<file path="config.mk">
export PLATFORM = sky130hd
export DESIGN_NAME = counter
export DESIGN_NICKNAME = d
export VERILOG_FILES = /design/src/rtl/counter_pkg.sv /design/src/rtl/counter_reg.sv /design/src/rtl/counter.sv
export SDC_FILE = /design/constraint.sdc
export NUM_CORES = 1
export LEC_CHECK = 0
export BUFFER_PORTS_ARGS = -buffer_cell sky130_fd_sc_hd__buf_4
export CAP_MARGIN = 20
export CELL_PAD_IN_SITES_DETAIL_PLACEMENT = 0
export CELL_PAD_IN_SITES_GLOBAL_PLACEMENT = 2
export CORE_AREA = 3 3 40 42
export DETAILED_ROUTE_END_ITERATION = 10
export DIE_AREA = 0 0 43 45
export PLACE_DENSITY = 0.47
export SETUP_SLACK_MARGIN = 0.1
export SKIP_CTS_REPAIR_TIMING = 1
export SKIP_LAST_GASP = 1
export SYNTH_ARGS = -nofsm -noshare
export SYNTH_HDL_FRONTEND = slang
export SYNTH_SLANG_ARGS = --single-unit
</file>
<file path="constraint.sdc">
create_clock -name clock -period 1.15 [get_ports clock]
set_clock_uncertainty 0.2 [all_clocks]
set_input_delay 0.115 -clock clock [delete_from_list [all_inputs] [get_ports clock]]
set_output_delay 0.115 -clock clock [all_outputs]
set_load 0.01 [all_outputs]
</file>
<file path="src/rtl/counter_pkg.sv">
`default_nettype none
// +----------------------------------------------------------------------------+
// | Module      : counter_pkg                                                  |
// | Description : Shared width constant and count type for the counter slice.  |
// | Revision    : 1.0 - initial release                                        |
// +----------------------------------------------------------------------------+
package counter_pkg;

  localparam int DEFAULT_WIDTH = 4;

  typedef logic [DEFAULT_WIDTH-1:0] count_t;

endpackage : counter_pkg
`default_nettype wire

</file>
<file path="src/rtl/counter_reg.sv">
`default_nettype none
// +----------------------------------------------------------------------------+
// | Module      : counter_reg                                                  |
// | Description : WIDTH-bit register, async active-high clear, load enable.    |
// | Revision    : 1.0 - initial release                                        |
// +----------------------------------------------------------------------------+
module counter_reg
  import counter_pkg::*;
#(
  parameter int WIDTH = DEFAULT_WIDTH
) (
  input  logic             clock,
  input  logic             reset,
  input  logic             load,
  input  logic [WIDTH-1:0] d,
  output logic [WIDTH-1:0] q
);

  always_ff @(posedge clock or posedge reset) begin
    if (reset) begin
      q <= '0;
    end else if (load) begin
      q <= d;
    end
  end

endmodule : counter_reg
`default_nettype wire

</file>
<file path="src/rtl/counter.sv">
`default_nettype none
// +----------------------------------------------------------------------------+
// | Module      : counter                                                      |
// | Description : Enabled modulo-2^WIDTH up-counter. Defining                  |
// |               COUNTER_WRAP_FLAG_EN adds a registered one-cycle wrap pulse. |
// | Revision    : 1.0 - initial release                                        |
// +----------------------------------------------------------------------------+
module counter
  import counter_pkg::*;
#(
  parameter int WIDTH = DEFAULT_WIDTH
) (
  input  logic             clock,
  input  logic             reset,
  input  logic             enable,
  output logic [WIDTH-1:0] counter_out
`ifdef COUNTER_WRAP_FLAG_EN
  ,
  output logic             wrap
`endif
);

  localparam logic [WIDTH-1:0] ONE = {{(WIDTH-1){1'b0}}, 1'b1};

  logic [WIDTH-1:0] next_count;

  assign next_count = counter_out + ONE;

  counter_reg #(
    .WIDTH (WIDTH)
  ) u_counter_reg (
    .clock (clock),
    .reset (reset),
    .load  (enable),
    .d     (next_count),
    .q     (counter_out)
  );

`ifdef COUNTER_WRAP_FLAG_EN
  localparam logic [WIDTH-1:0] ALL_ONES = {WIDTH{1'b1}};

  // Pulse follows the edge that rolled all-ones over to zero.
  always_ff @(posedge clock or posedge reset) begin
    if (reset) begin
      wrap <= 1'b0;
    end else begin
      wrap <= enable && (counter_out == ALL_ONES);
    end
  end
`endif

`ifndef SYNTHESIS
  logic [WIDTH-1:0] chk_prev;
  logic             chk_en;
  logic             chk_valid;

  // Compare each pre-edge value with the prediction made one edge earlier.
  always_ff @(posedge clock or posedge reset) begin
    if (reset) begin
      chk_valid <= 1'b0;
      chk_prev  <= '0;
      chk_en    <= 1'b0;
    end else begin
      if (chk_valid) begin
        assert (counter_out == (chk_en ? chk_prev + ONE : chk_prev));
      end
      chk_valid <= 1'b1;
      chk_prev  <= counter_out;
      chk_en    <= enable;
    end
  end

  always @(posedge clock) begin
    if (reset) begin
      assert (counter_out == '0);
    end
  end
`endif

endmodule : counter
`default_nettype wire

</file>
### Word-level counts from Yosys, hierarchy flattened

Index checks and enable logic that the tools add are counted.

| cells by class | value |
|---|---|
| $add $sub $neg | 1 |

Operators with widths:

| operator | count |
|---|---|
| $add 4x1->4 const B | 1 |

| storage, ports and cells | value |
|---|---|
| bits of input ports | 3 |
| output and inout bits | 4 |
| bits in registers | 4 |
| logic and storage cells | 2 |

### Logic depth before layout (Yosys ltp)

Gate-level depths: netlist of run 1.

| depth | value |
|---|---|
| depth after elaboration | 1 |
| gate-level depth with buffers | 3 |
| mapped depth without buffers | 3 |

### Modules after synthesis

From an unflattened synthesis of run 1, not the netlist that was laid out.

| unflattened totals | value |
|---|---|
| cells, all modules | 14 |
| area total of the unflattened synthesis | 192.7 µm² |

By module, submodules not included:

| module | area each (µm²) | instances | cells each | sequential area each (µm²) |
|---|---|---|---|---|
| counter_reg | 148.9 | 1 | 9 | 100.1 |
| counter | 43.8 | 1 | 5 | 0.0 |

### Worst setup path before layout of run 1

Ideal clock, no wire load.

| timing | value |
|---|---|
| kind | flip-flop to flip-flop |
| start | register u_counter_reg.q[0] |
| end | register u_counter_reg.q[1] |
| path buffers | 0 |
| arrival time | 965 ps |
| cell stages (with the launch flop) | 3 |
| required time | 825 ps |
| slack | -140 ps |
| period minus slack after synthesis | 1290 ps |
| cell sequence | dfrtp_1 > ha_1 > mux2_2 |

| on the way | value |
|---|---|
| word-level cells in the longest chain between the ends | 1 |

Ends and longest elaborated chain:

| item | line | text |
|---|---|---|
| start: declaration | counter_reg.sv:16 | `output logic [WIDTH-1:0] q` |
| start signal: assignment | counter_reg.sv:21 | `q <= '0;` |
| start signal: assignment | counter_reg.sv:23 | `q <= d;` |
| $add 4x1->4 | counter.sv:27 | `assign next_count = counter_out + ONE;` |
| named net next_count[1] | counter.sv:25 | `logic [WIDTH-1:0] next_count;` |

The timed path passes the listed nets, and every way through them passes these cells.
A chain may end at the register's enable or synchronous reset.

### Worst setup path in the final report of run 1

| timing | value |
|---|---|
| start | register u_counter_reg.q[1] |
| end | register u_counter_reg.q[1] |

The elaborated chain is that of the path after synthesis.

==> results.md, run 1 <==
| Result | This run |
|---|---|
| Ports | 7 |
| Routed Antenna Nets | 0 |
| H-tree depth reported by CTS | 1 |
| Result of the run | complete, but fails checks |
| Post-synthesis share of cell area spent on xor and xnor gates | 16.03% |
| Initial Utilization | 12.76% |
| Crit-path leading delay family | flip-flops |
| # nets final | 32 |
| Yosys top cell area share | 61.07% |
| Critical register-to-register path endpoint | u_counter_reg.q[1] |
| Switching share of total power | 29.59% |
| Number of distinct library cell variants in the gate-level netlist after synthesis | 8 |
| Area growth, synth to finish | 84.73% |
| Post-route worst hold slack | -97.49 ps |
| Vias in the first global route | 152 |
| Post-Place Cells | 35 |
| Crit path cell chain | ha_2, mux2_2 |
| Post-synthesis register bit count | 4 |
| Logic depth of the worst register-to-register path | 2 |
| Dominant register cell in the synthesized netlist | sky130_fd_sc_hd__dfrtp_1 |
| Clock tree from TritonCTS | built |
| First-pass GRT wire length | 600 microns |
| Syn_nets | 16 |
| Biggest registers after layout | u_counter_reg.q (4) |
| Share of power burned in registers | 29.9% |
| Register-to-register setup slack | -60 ps |
| Unrepaired setup endpoints after global routing | yes |
| Share of the synthesized area in compound gates (AO/OA/AOI/OAI) | 0% |
| Worst supply voltage drop on vdd | 1.131 mV |
| Failing checks | hold timing, setup timing |
| Final Cycle Share | 105.4% |
| Arr. time, crit path | 1120 ps |
| Horiz. Die Dim | 43 microns |
| Die area | 1935 sq um |
| Total of buffers placed on input and output ports | 6 |
| Detailed Route Iter0 Violations | 1 |
| Post-layout total power | 0.8716 mW |
| Max Freq | 825.0 MHz |
| Source of the worst register-to-register timing path | u_counter_reg.q[1] |
| DRT Wirelength | 320 microns |
| Top reg by flops | u_counter_reg.q |
| Detailed Routing Iterations Pass 1 | 2 |
| Capture endpoint of the worst hold path | u_counter_reg.q[0] |
| Clock latency on the worst-skew pair | 230 ps |
| Fill count | 134 |
| Average detailed-routed wire length per instance | 7.805 microns |
| Relative max-transition margin | 89.13% |
| Adder-cell area share of the yosys netlist | 7.634% |
| Worst-path cell with the longest stage delay | sky130_fd_sc_hd__dfrtp_1 |
| Simple-Gate Fraction of Synth Area | 6.107% |
| Largest net degree at the start of global routing | 5 |
| Power density relative to cell area | 2878 nW/um^2 |
| Cell chosen for the clock root | sky130_fd_sc_hd__clkbuf_4 |
| Synthesized area per cell | 13.66 sq um |
| Main combinational cell family by area after synthesis | XOR/XNOR gates |
| Number of failing hold endpoints at the final stage | 3 |
| Max cap viols | 0 |
| Static power due to leakage | 0.1426 nW |
| Share of post-route cells with drive strength above 1 | 61.54% |
| Pint | 0.6137 mW |
| Async S/R FF share, synth | 100.0% |
| Clock group share of total power | 19.4% |
| Flip-flop count of the largest register, all copies and words added | 4 |
| Worst hold path cell count | 2 |
| Tot GR Track Use | 4.845% |
| Via Count | 141 |
| Max-slew violation total from the final report | 0 |
| Switch Pwr | 0.2579 mW |
| RePlAce Congestion | 0.6887 |
| Count of inserted antenna diode cells | 0 |
| Placed instance area | 242.7 sq um |
| Critical setup path kind | reg2reg |
| Count leader, synth | sky130_fd_sc_hd__dfrtp_1 |
| Launch instance of the worst min-delay path | enable |
| Final worst slack | -62.14 ps |
| Clock tree buffer depth | 2 |
| Reg clk slew, reported paths | 30 ps |
| Startpoint types | flip-flop |
| Path class of the lowest-slack min-delay path | in2reg |
| Final std cell area, no fill | 302.8 sq um |
| Number of gates on the worst path with buffers counted | 2 |
| Worst-path fanout max | 2 |
| Mux cell area share after synthesis | 6.870% |
| Required arrival time at the worst endpoint | 1060 ps |
| Placeable core area | 1285 sq um |
| Number of vias per cell | 3.439 |
| Sequential element share of the synthesized area | 61.07% |
| Antenna violations before repair | 0 |
| Die height | 45 microns |
| Total setup violations reported at the end of the flow | 3 |
| Largest area contributor in the netlist | sky130_fd_sc_hd__dfrtp_1 |
| TritonCTS Buffers | 3 |
| Most frequent cells after synthesis | 4 x sky130_fd_sc_hd__dfrtp_1, 2 x sky130_fd_sc_hd__xnor2_1 |
| Gate count after technology mapping | 12 |
| TritonCTS sink count | 4 |
| Critical Path End Type | flip-flop |
| Total number of yosys warnings | 0 |
| Longest individual stage delay on the worst path | 370 ps |
| Critical path buffers and inverters | 0 |
| Pin slew with the least headroom to its limit | 162.8 ps |
| Logic pwr share | 50.7% |
| Top cells by area, synth | sky130_fd_sc_hd__dfrtp_1 61%, sky130_fd_sc_hd__xnor2_1 11%, sky130_fd_sc_hd__ha_1 7.6%, sky130_fd_sc_hd__mux2_2 6.9%, sky130_fd_sc_hd__xor2_1 5.3% |
| Count of flip-flops with a built-in enable after synthesis | 0 |
| Global-route congestion overflow total | 0 |
| Synthesized area | 163.9 sq um |
| Minimum clock period | 1212 ps |
| Detailed-route DRC error count | 0 |
| Final Non-Filler Cells | 41 |
| Standard-cell rows | 13 |
==> through the flow <==
stage	TNS (ps)	setup slack, ps	utilization, %
4_1_cts	-189.6	-80.23	20.64
3_3_place_gp	-56.39	-56.39	18.89
2_1_floorplan	-125.7	-125.7	-
5_1_grt	-286.8	-104.5	23.56
3_5_place_dp	-75.35	-75.35	18.89
6_report	-154.2	-62.14	23.56
==> cells in the final DEF, fill, tap and decap left out <==
cell | netlist | layout
sky130_fd_sc_hd__dlygate4sd3_1 | 0 | 1
sky130_fd_sc_hd__xor2_1 | 1 | 1
sky130_fd_sc_hd__mux2_2 | 1 | 1
sky130_fd_sc_hd__dfrtp_1 | 4 | 4
sky130_fd_sc_hd__xnor2_1 | 2 | 2
sky130_fd_sc_hd__nand4_1 | 1 | 1
sky130_fd_sc_hd__inv_1 | 1 | 1
sky130_fd_sc_hd__ha_2 | 0 | 1
sky130_fd_sc_hd__buf_6 | 0 | 2
sky130_fd_sc_hd__nand2_2 | 0 | 1
sky130_fd_sc_hd__clkbuf_4 | 0 | 3
sky130_fd_sc_hd__buf_4 | 0 | 8
==> power groups by stage <==
stage                     clock (mW)  combinational, mW  sequential [mW]
after detailed placement           0              0.347            0.270
after CTS                      0.179              0.348            0.268
after floorplan                    0              0.105            0.316
final                          0.169              0.442            0.261
after global routing           0.187              0.494            0.275
after global placement             0              0.344            0.269
==> logic make-up (layout without fill, tap and decap cells) <==
family / Yosys count / after routing
fa+ha+maj: 1 / 1
buf+inv: 1 / 15
mux: 1 / 1
flops: 4 / 4
xor+xnor: 3 / 3
simple gates: 2 / 2
==> layer usage <==
metal / routed length (microns) / share of wire, % / up-vias / GRT usage (%)
met5: 0 / 0 / - / 0
met4: 0 / 0 / 0 / 1.807
met3: 56 / 18 / 0 / 5.179
met2: 125 / 39 / 10 / 6.587
met1: 137 / 43 / 63 / 4.866
li1: - / - / 68 / -
==> worst max path at each step <==
stage	from	endpoint
global route	u_counter_reg.q[0]	counter_out[0]
finish	u_counter_reg.q[1]	u_counter_reg.q[1]
CTS	u_counter_reg.q[1]	u_counter_reg.q[1]
detailed placement	u_counter_reg.q[1]	u_counter_reg.q[1]
floorplan	u_counter_reg.q[1]	u_counter_reg.q[1]
global placement	u_counter_reg.q[1]	u_counter_reg.q[1]
==> final cells by class <==
| cell class | count | area (sq um) | share of cell area [%] |
|---|---|---|---|
| clock buffers | 3 | 22.52 | 7.438 |
| inverters | 1 | 3.754 | 1.240 |
| multi-input cells | 7 | 65.06 | 21.49 |
| flip-flops and latches | 4 | 100.1 | 33.06 |
| well taps | 15 | 18.77 | 6.198 |
| repair buffers | 11 | 92.59 | 30.58 |
No activity file was read; power rests on OpenSTA's default activity.
==> inputs of run 2 (changes only) <==
==> constraint.sdc (replaced) <==
create_clock -name clock -period 1.05 [get_ports clock]
set_clock_uncertainty 0.2 [all_clocks]
set_input_delay 0.105 -clock clock [delete_from_list [all_inputs] [get_ports clock]]
set_output_delay 0.105 -clock clock [all_outputs]
set_load 0.01 [all_outputs]
==> run 2 against run 1 <==
  * The flow still finishes with violations (hold timing, setup timing)
  * Worst hold slack lost 7.6 ps
  * Routed wire length grew 13%
  * Design area grew 7.4%
  * Sequential power grew 11%
  * Critical path type unchanged
  * Critical endpoint unchanged
  * Largest cell class is now buffers
  * Highest routed layer unchanged
==> results.md, run 2 (synthesis results as in run 1) <==
| Result | This run |
|---|---|
| Global-route congestion overflow total | 0 |
| Startpoint types | flip-flop |
| Detailed Route Iter0 Violations | 1 |
| Final Non-Filler Cells | 42 |
| Clock latency on the worst-skew pair | 240 ps |
| Initial Utilization | 12.76% |
| Result of the run | complete, but fails checks |
| Flip-flop count of the largest register, all copies and words added | 4 |
| Clock tree from TritonCTS | built |
| Max-slew violation total from the final report | 0 |
| Number of vias per cell | 3.476 |
| Count of inserted antenna diode cells | 0 |
| TritonCTS sink count | 4 |
| RePlAce Congestion | 0.6927 |
| Max Freq | 830.4 MHz |
| Util after Layout | 25.32% |
| Worst-path cell with the longest stage delay | sky130_fd_sc_hd__dfrtp_1 |
| Horiz. Die Dim | 43 microns |
| Post-route worst hold slack | -105.1 ps |
| Biggest registers after layout | u_counter_reg.q (4) |
| Failing checks | hold timing, setup timing |
| Clock tree buffer depth | 2 |
| Static power due to leakage | 0.1559 nW |
| Arr. time, crit path | 1120 ps |
| Top reg by flops | u_counter_reg.q |
| Worst-path fanout max | 2 |
| Fill count | 133 |
| Crit path cell chain | ha_2, mux2_2 |
| Reg clk slew, reported paths | 30 ps |
| Placed instance area | 242.7 sq um |
| Placeable core area | 1285 sq um |
| Final std cell area, no fill | 325.3 sq um |
| Unrepaired setup endpoints after global routing | yes |
| Total setup violations reported at the end of the flow | 4 |
| Relative max-transition margin | 89.38% |
| Seq. cell area | 100.1 sq um |
| TritonCTS Buffers | 3 |
| Combined area of the multi-input logic cells | 72.57 sq um |
| Number of failing hold endpoints at the final stage | 3 |
| Pin slew with the least headroom to its limit | 159.1 ps |
| Path class of the lowest-slack min-delay path | in2reg |
| Max cap viols | 0 |
| Detailed Routing Iterations Pass 1 | 2 |
| Most frequent standard cell in the layout excluding fill and tap cells | sky130_fd_sc_hd__buf_4 |
| H-tree depth reported by CTS | 1 |
| Via Count | 146 |
| Final worst slack | -154.3 ps |
| Final Cycle Share | 114.7% |
| Worst supply voltage drop on vdd | 1.287 mV |
| DRT Wirelength | 362 microns |
| Standard-cell rows | 13 |
| Total of buffers placed on input and output ports | 6 |
| # nets final | 33 |
| Share of post-route cells with drive strength above 1 | 66.67% |
| Minimum clock period | 1204 ps |
| Post-Place Cells | 35 |
| Critical setup path kind | reg2reg |
| Cell chosen for the clock root | sky130_fd_sc_hd__clkbuf_4 |
| Average detailed-routed wire length per instance | 8.619 microns |
| Most used cells in the layout excluding fill and tap cells | 7 x sky130_fd_sc_hd__buf_4, 4 x sky130_fd_sc_hd__buf_6, 4 x sky130_fd_sc_hd__dfrtp_1, 3 x sky130_fd_sc_hd__clkbuf_4 |
| Vias in the first global route | 146 |
| Power density relative to cell area | 3217 nW/um^2 |
| Ports | 7 |
| Critical Path End Type | flip-flop |
| Detailed-route DRC error count | 0 |
| Die area | 1935 sq um |
| TNS Setup | -431.1 ps |
| Required arrival time at the worst endpoint | 960 ps |
| First-pass GRT wire length | 614 microns |
| Longest individual stage delay on the worst path | 370 ps |
| Die height | 45 microns |
| Largest net degree at the start of global routing | 5 |
| Antenna violations before repair | 0 |
| Routed Antenna Nets | 0 |
| Tot GR Track Use | 5.096% |
| Area growth, synth to finish | 98.47% |
-- run 2: cell count changes in the layout (fill, tap and decap cells not counted) --
cell / before / now
sky130_fd_sc_hd__buf_4: 8 / 7
sky130_fd_sc_hd__buf_6: 2 / 4
sky130_fd_sc_hd__xnor2_1: 2 / 1
sky130_fd_sc_hd__xnor2_2: 0 / 1
-- run 2: final timing paths --
kind	from	to	slack [ps]	cells after the start
hold reg to reg	u_counter_reg.q[0]	u_counter_reg.q[0]	360	2
setup / recovery	u_counter_reg.q[1]	u_counter_reg.q[1]	-150	2
hold / removal	enable	u_counter_reg.q[0]	-110	2
min in group asynchronous	reset	u_counter_reg.q[3]	120	3
setup reg to reg	u_counter_reg.q[1]	u_counter_reg.q[1]	-150	2
max in group asynchronous	reset	u_counter_reg.q[0]	380	3
-- run 2: per-layer routing --
layer	part of all wire (%)	vias up	track usage, %
li1	-	70	-
met1	41	66	5.839
met2	40	10	5.090
met3	19	0	7.968
met4	0	0	0
met5	0	-	0
-- run 2: where the power goes --
group	switching [mW]	internal, mW	total [mW]	leakage [nW]
sequential	0.0527	0.238	0.291	0.0469
clock	0.0614	0.128	0.189	0.0138
combinational	0.195	0.372	0.567	0.0952
-- run 2: worst max-delay path, delay by kind of cell (launching register included) --
kind	cells	cell delay [ps]
muxes	1	250
DFF	1	370
adders and majority gates	1	260
-- run 2: final cells by class --
| type | instances | share of cell area, % |
|---|---|---|
| clock buffers | 3 | 6.923 |
| inverters | 1 | 1.154 |
| multi-input cells | 7 | 22.31 |
| flip-flops and latches | 4 | 30.77 |
| well taps | 15 | 5.769 |
| repair buffers | 12 | 33.08 |
-- run 2: stage by stage --
step / hold slack (ps) / worst slack, ps / power (mW)
after floorplan: -328.9 / -225.7 / 0.4611
after global placement: -194.3 / -157.1 / 0.6708
after detailed placement: -192.3 / -166.2 / 0.6786
after CTS: -440.8 / -170.9 / 0.8720
after global routing: -104.1 / -202.0 / 1.140
final: -105.1 / -154.3 / 1.047
==> inputs of run 3 (changes only) <==
--- a/config.mk
+++ b/config.mk
@@ -5,17 +5,20 @@
 export SDC_FILE = /design/constraint.sdc
 export NUM_CORES = 1
 export LEC_CHECK = 0
+export ABC_AREA = 1
 export BUFFER_PORTS_ARGS = -buffer_cell sky130_fd_sc_hd__buf_4
 export CAP_MARGIN = 20
 export CELL_PAD_IN_SITES_DETAIL_PLACEMENT = 0
 export CELL_PAD_IN_SITES_GLOBAL_PLACEMENT = 2
 export CORE_AREA = 3 3 40 42
+export CTS_BUF_LIST = sky130_fd_sc_hd__clkbuf_16
 export DETAILED_ROUTE_END_ITERATION = 10
 export DIE_AREA = 0 0 43 45
-export PLACE_DENSITY = 0.47
+export PLACE_DENSITY = 0.52
 export SETUP_SLACK_MARGIN = 0.1
 export SKIP_CTS_REPAIR_TIMING = 1
 export SKIP_LAST_GASP = 1
+export SLEW_MARGIN = 25
 export SYNTH_ARGS = -nofsm -noshare
 export SYNTH_HDL_FRONTEND = slang
 export SYNTH_SLANG_ARGS = --single-unit
==> run 3 against run 2 <==
  * The run still ends with hold timing, setup timing left
  * Combinational power is 3% lower
  * Synthesized cell count grew 67%
  * Routed wire length grew 4.4%
  * Critical path depth stayed put
  * Critical path type is now reg2out
  * Global-route usage is 0.084 points lower
  * Count of clock-buffer cells in the layout stayed put
  * Register-to-register slack better by 80 ps
  * Clock power increased to 3.2 times the previous value
==> results.md, run 3 <==
| Result | This run |
|---|---|
| Result of the run | complete, but fails checks |
| Failing checks | hold timing, setup timing |
| Gate count after technology mapping | 20 |
| Launch instance of the worst min-delay path | enable |
| Share of post-route cells with drive strength above 1 | 55.88% |
| Top reg by flops | u_counter_reg.q |
| Detailed Route Iter0 Violations | 1 |
| Path class of the lowest-slack min-delay path | in2reg |
| Die height | 45 microns |
| TritonCTS sink count | 4 |
| Critical Path End Type | output port |
| Max Freq | 844.2 MHz |
| Antenna violations before repair | 0 |
| Relative max-transition margin | 89.25% |
| Horiz. Die Dim | 43 microns |
| Number of failing hold endpoints at the final stage | 2 |
| Final Cycle Share | 112.8% |
| Worst-path fanout max | 3 |
| Syn_nets | 24 |
| Post-route worst hold slack | -91.45 ps |
| Source of the worst register-to-register timing path | u_counter_reg.q[0] |
| Detailed-route DRC error count | 0 |
| Placed instance area | 277.8 sq um |
| Fill count | 132 |
| Critical Path Source | u_counter_reg.q[0] |
| Total setup violations reported at the end of the flow | 7 |
| Post-Place Cells | 43 |
| Detailed Routing Iterations Pass 1 | 2 |
| Most frequent cells after synthesis | 4 x sky130_fd_sc_hd__dfrtp_1, 4 x sky130_fd_sc_hd__inv_1, 3 x sky130_fd_sc_hd__nand2_1, 3 x sky130_fd_sc_hd__nor2_1, 2 x sky130_fd_sc_hd__xor2_1 |
| Post-synthesis register bit count | 4 |
| # nets final | 39 |
| RePlAce Congestion | 0.6388 |
| Initial Utilization | 14.31% |
| Seq. cell area | 102.6 sq um |
| Max cap viols | 0 |
| Average detailed-routed wire length per instance | 7.714 microns |
| Yosys top cell area share | 54.42% |
| Max-slew violation total from the final report | 0 |
| Top cells by area, synth | sky130_fd_sc_hd__dfrtp_1 54%, sky130_fd_sc_hd__xor2_1 9.5%, sky130_fd_sc_hd__inv_1 8.2%, sky130_fd_sc_hd__ha_1 6.8%, sky130_fd_sc_hd__nand2_1 6.1% |
| Power density relative to cell area | 3645 nW/um^2 |
| Pin slew with the least headroom to its limit | 161.1 ps |
| Unrepaired setup endpoints after global routing | yes |
| Placeable core area | 1285 sq um |
| TritonCTS Buffers | 3 |
| Ports | 7 |
| Routed Antenna Nets | 0 |
| Tot GR Track Use | 5.013% |
| Most used cells in the layout excluding fill and tap cells | 6 x sky130_fd_sc_hd__buf_6, 5 x sky130_fd_sc_hd__inv_1 |
| Most frequent standard cell in the layout excluding fill and tap cells | sky130_fd_sc_hd__buf_6 |
| Final Non-Filler Cells | 49 |
| Final std cell area, no fill | 406.6 sq um |
| Flip-flop count of the largest register, all copies and words added | 4 |
| Combined area of the multi-input logic cells | 91.34 sq um |
| Critical setup path kind | reg2out |
| Clock tree from TritonCTS | built |
| Minimum clock period | 1185 ps |
| Clock tree buffer depth | 2 |
| H-tree depth reported by CTS | 1 |
| Number of vias per cell | 3.429 |
| Synthesized area per cell | 9.196 sq um |
| Final worst slack | -134.6 ps |
| Startpoint types | flip-flop |
| Reg clk slew, reported paths | 30 ps |
| Static power due to leakage | 0.1944 nW |
| Largest net degree at the start of global routing | 6 |
| Biggest registers after layout | u_counter_reg.q (4) |
| Area growth, synth to finish | 121.1% |
| Required arrival time at the worst endpoint | 740 ps |
| Largest area contributor in the netlist | sky130_fd_sc_hd__dfrtp_1 |
| Async S/R FF share, synth | 100.0% |
| Total of buffers placed on input and output ports | 6 |
| Synthesized area | 183.9 sq um |
| Dominant register cell in the synthesized netlist | sky130_fd_sc_hd__dfrtp_1 |
| Number of distinct library cell variants in the gate-level netlist after synthesis | 9 |
| Die area | 1935 sq um |
| Clock latency on the worst-skew pair | 220 ps |
| Sequential element share of the synthesized area | 54.42% |
| Count of inserted antenna diode cells | 0 |
| Standard-cell rows | 13 |
| First-pass GRT wire length | 586 microns |
| Worst supply voltage drop on vdd | 2.339 mV |
| Final HPWL from detailed placement | 275.3 microns |
| Vias in the first global route | 155 |
| Arr. time, crit path | 880 ps |
| Global-route congestion overflow total | 0 |
| DRT Wirelength | 378 microns |
| Total number of yosys warnings | 0 |
| Via Count | 168 |
| Worst slack at placement | -75.71 ps |
| Post-layout total power | 1.482 mW |
| Cell chosen for the clock root | sky130_fd_sc_hd__clkbuf_16 |
| Count of flip-flops with a built-in enable after synthesis | 0 |
==> run 3: logic make-up (layout without fill, tap and decap cells) <==
| kind of cell | count (synthesis) | after routing | share of synthesized area, % |
|---|---|---|---|
| flops | 4 | 4 | 54.42 |
| xor+xnor | 2 | 2 | 9.526 |
| compound gates | 1 | 1 | 2.718 |
| buf+inv | 4 | 18 | 8.161 |
| simple gates | 8 | 8 | 18.37 |
| fa+ha+maj | 1 | 1 | 6.802 |
==> run 3: final timing paths <==
check                      slack [ps]                  to  cells after the start
max reg2reg                       -70  u_counter_reg.q[2]                      4
min in group asynchronous         130  u_counter_reg.q[1]                      3
max in group asynchronous         350  u_counter_reg.q[0]                      3
min reg2reg                       340  u_counter_reg.q[3]                      2
min                               -90  u_counter_reg.q[1]                      2
max                              -130      counter_out[0]                      2
==> run 3: routing by layer <==
layer / vias up / part of all wire, % / global-route usage [%]
met5: - / 0 / 0
met3: 0 / 16 / 5.976
met1: 71 / 45 / 4.866
met4: 0 / 0 / 3.614
li1: 88 / - / -
met2: 9 / 39 / 5.689
==> run 3: critical path, cell delays in order (launching register included) <==
cell and delay, ps:
sky130_fd_sc_hd__dfrtp_2 420, sky130_fd_sc_hd__buf_6 130, sky130_fd_sc_hd__buf_6 110
==> run 3: cell type report <==
type | instances | area share, %
Inverter | 4 | 3.692
Clock buffer | 3 | 18.46
Clock inverter | 1 | 0.9231
Sequential cell | 4 | 25.23
Multi-Input combinational cell | 12 | 22.46
Tap cell | 15 | 4.615
Timing Repair Buffer | 10 | 24.62
==> run 3: power breakdown <==
group	switching (mW)	internal [mW]	total (mW)
logic	0.212	0.339	0.551
clock network	0.107	0.491	0.598
registers	0.0896	0.244	0.333
==> run 3: through the flow <==
| step | util (%) | hold WS, ps | TNS, ps |
|---|---|---|---|
| after floorplan | - | -329.1 | -130.7 |
| after global placement | 21.62 | -192.2 | -119.7 |
| final | 31.65 | -91.45 | -485.7 |
| after CTS | 27.75 | -423.4 | -559.8 |
| after global routing | 31.65 | -89.47 | -737.9 |
| after detailed placement | 21.62 | -190.1 | -147.6 |
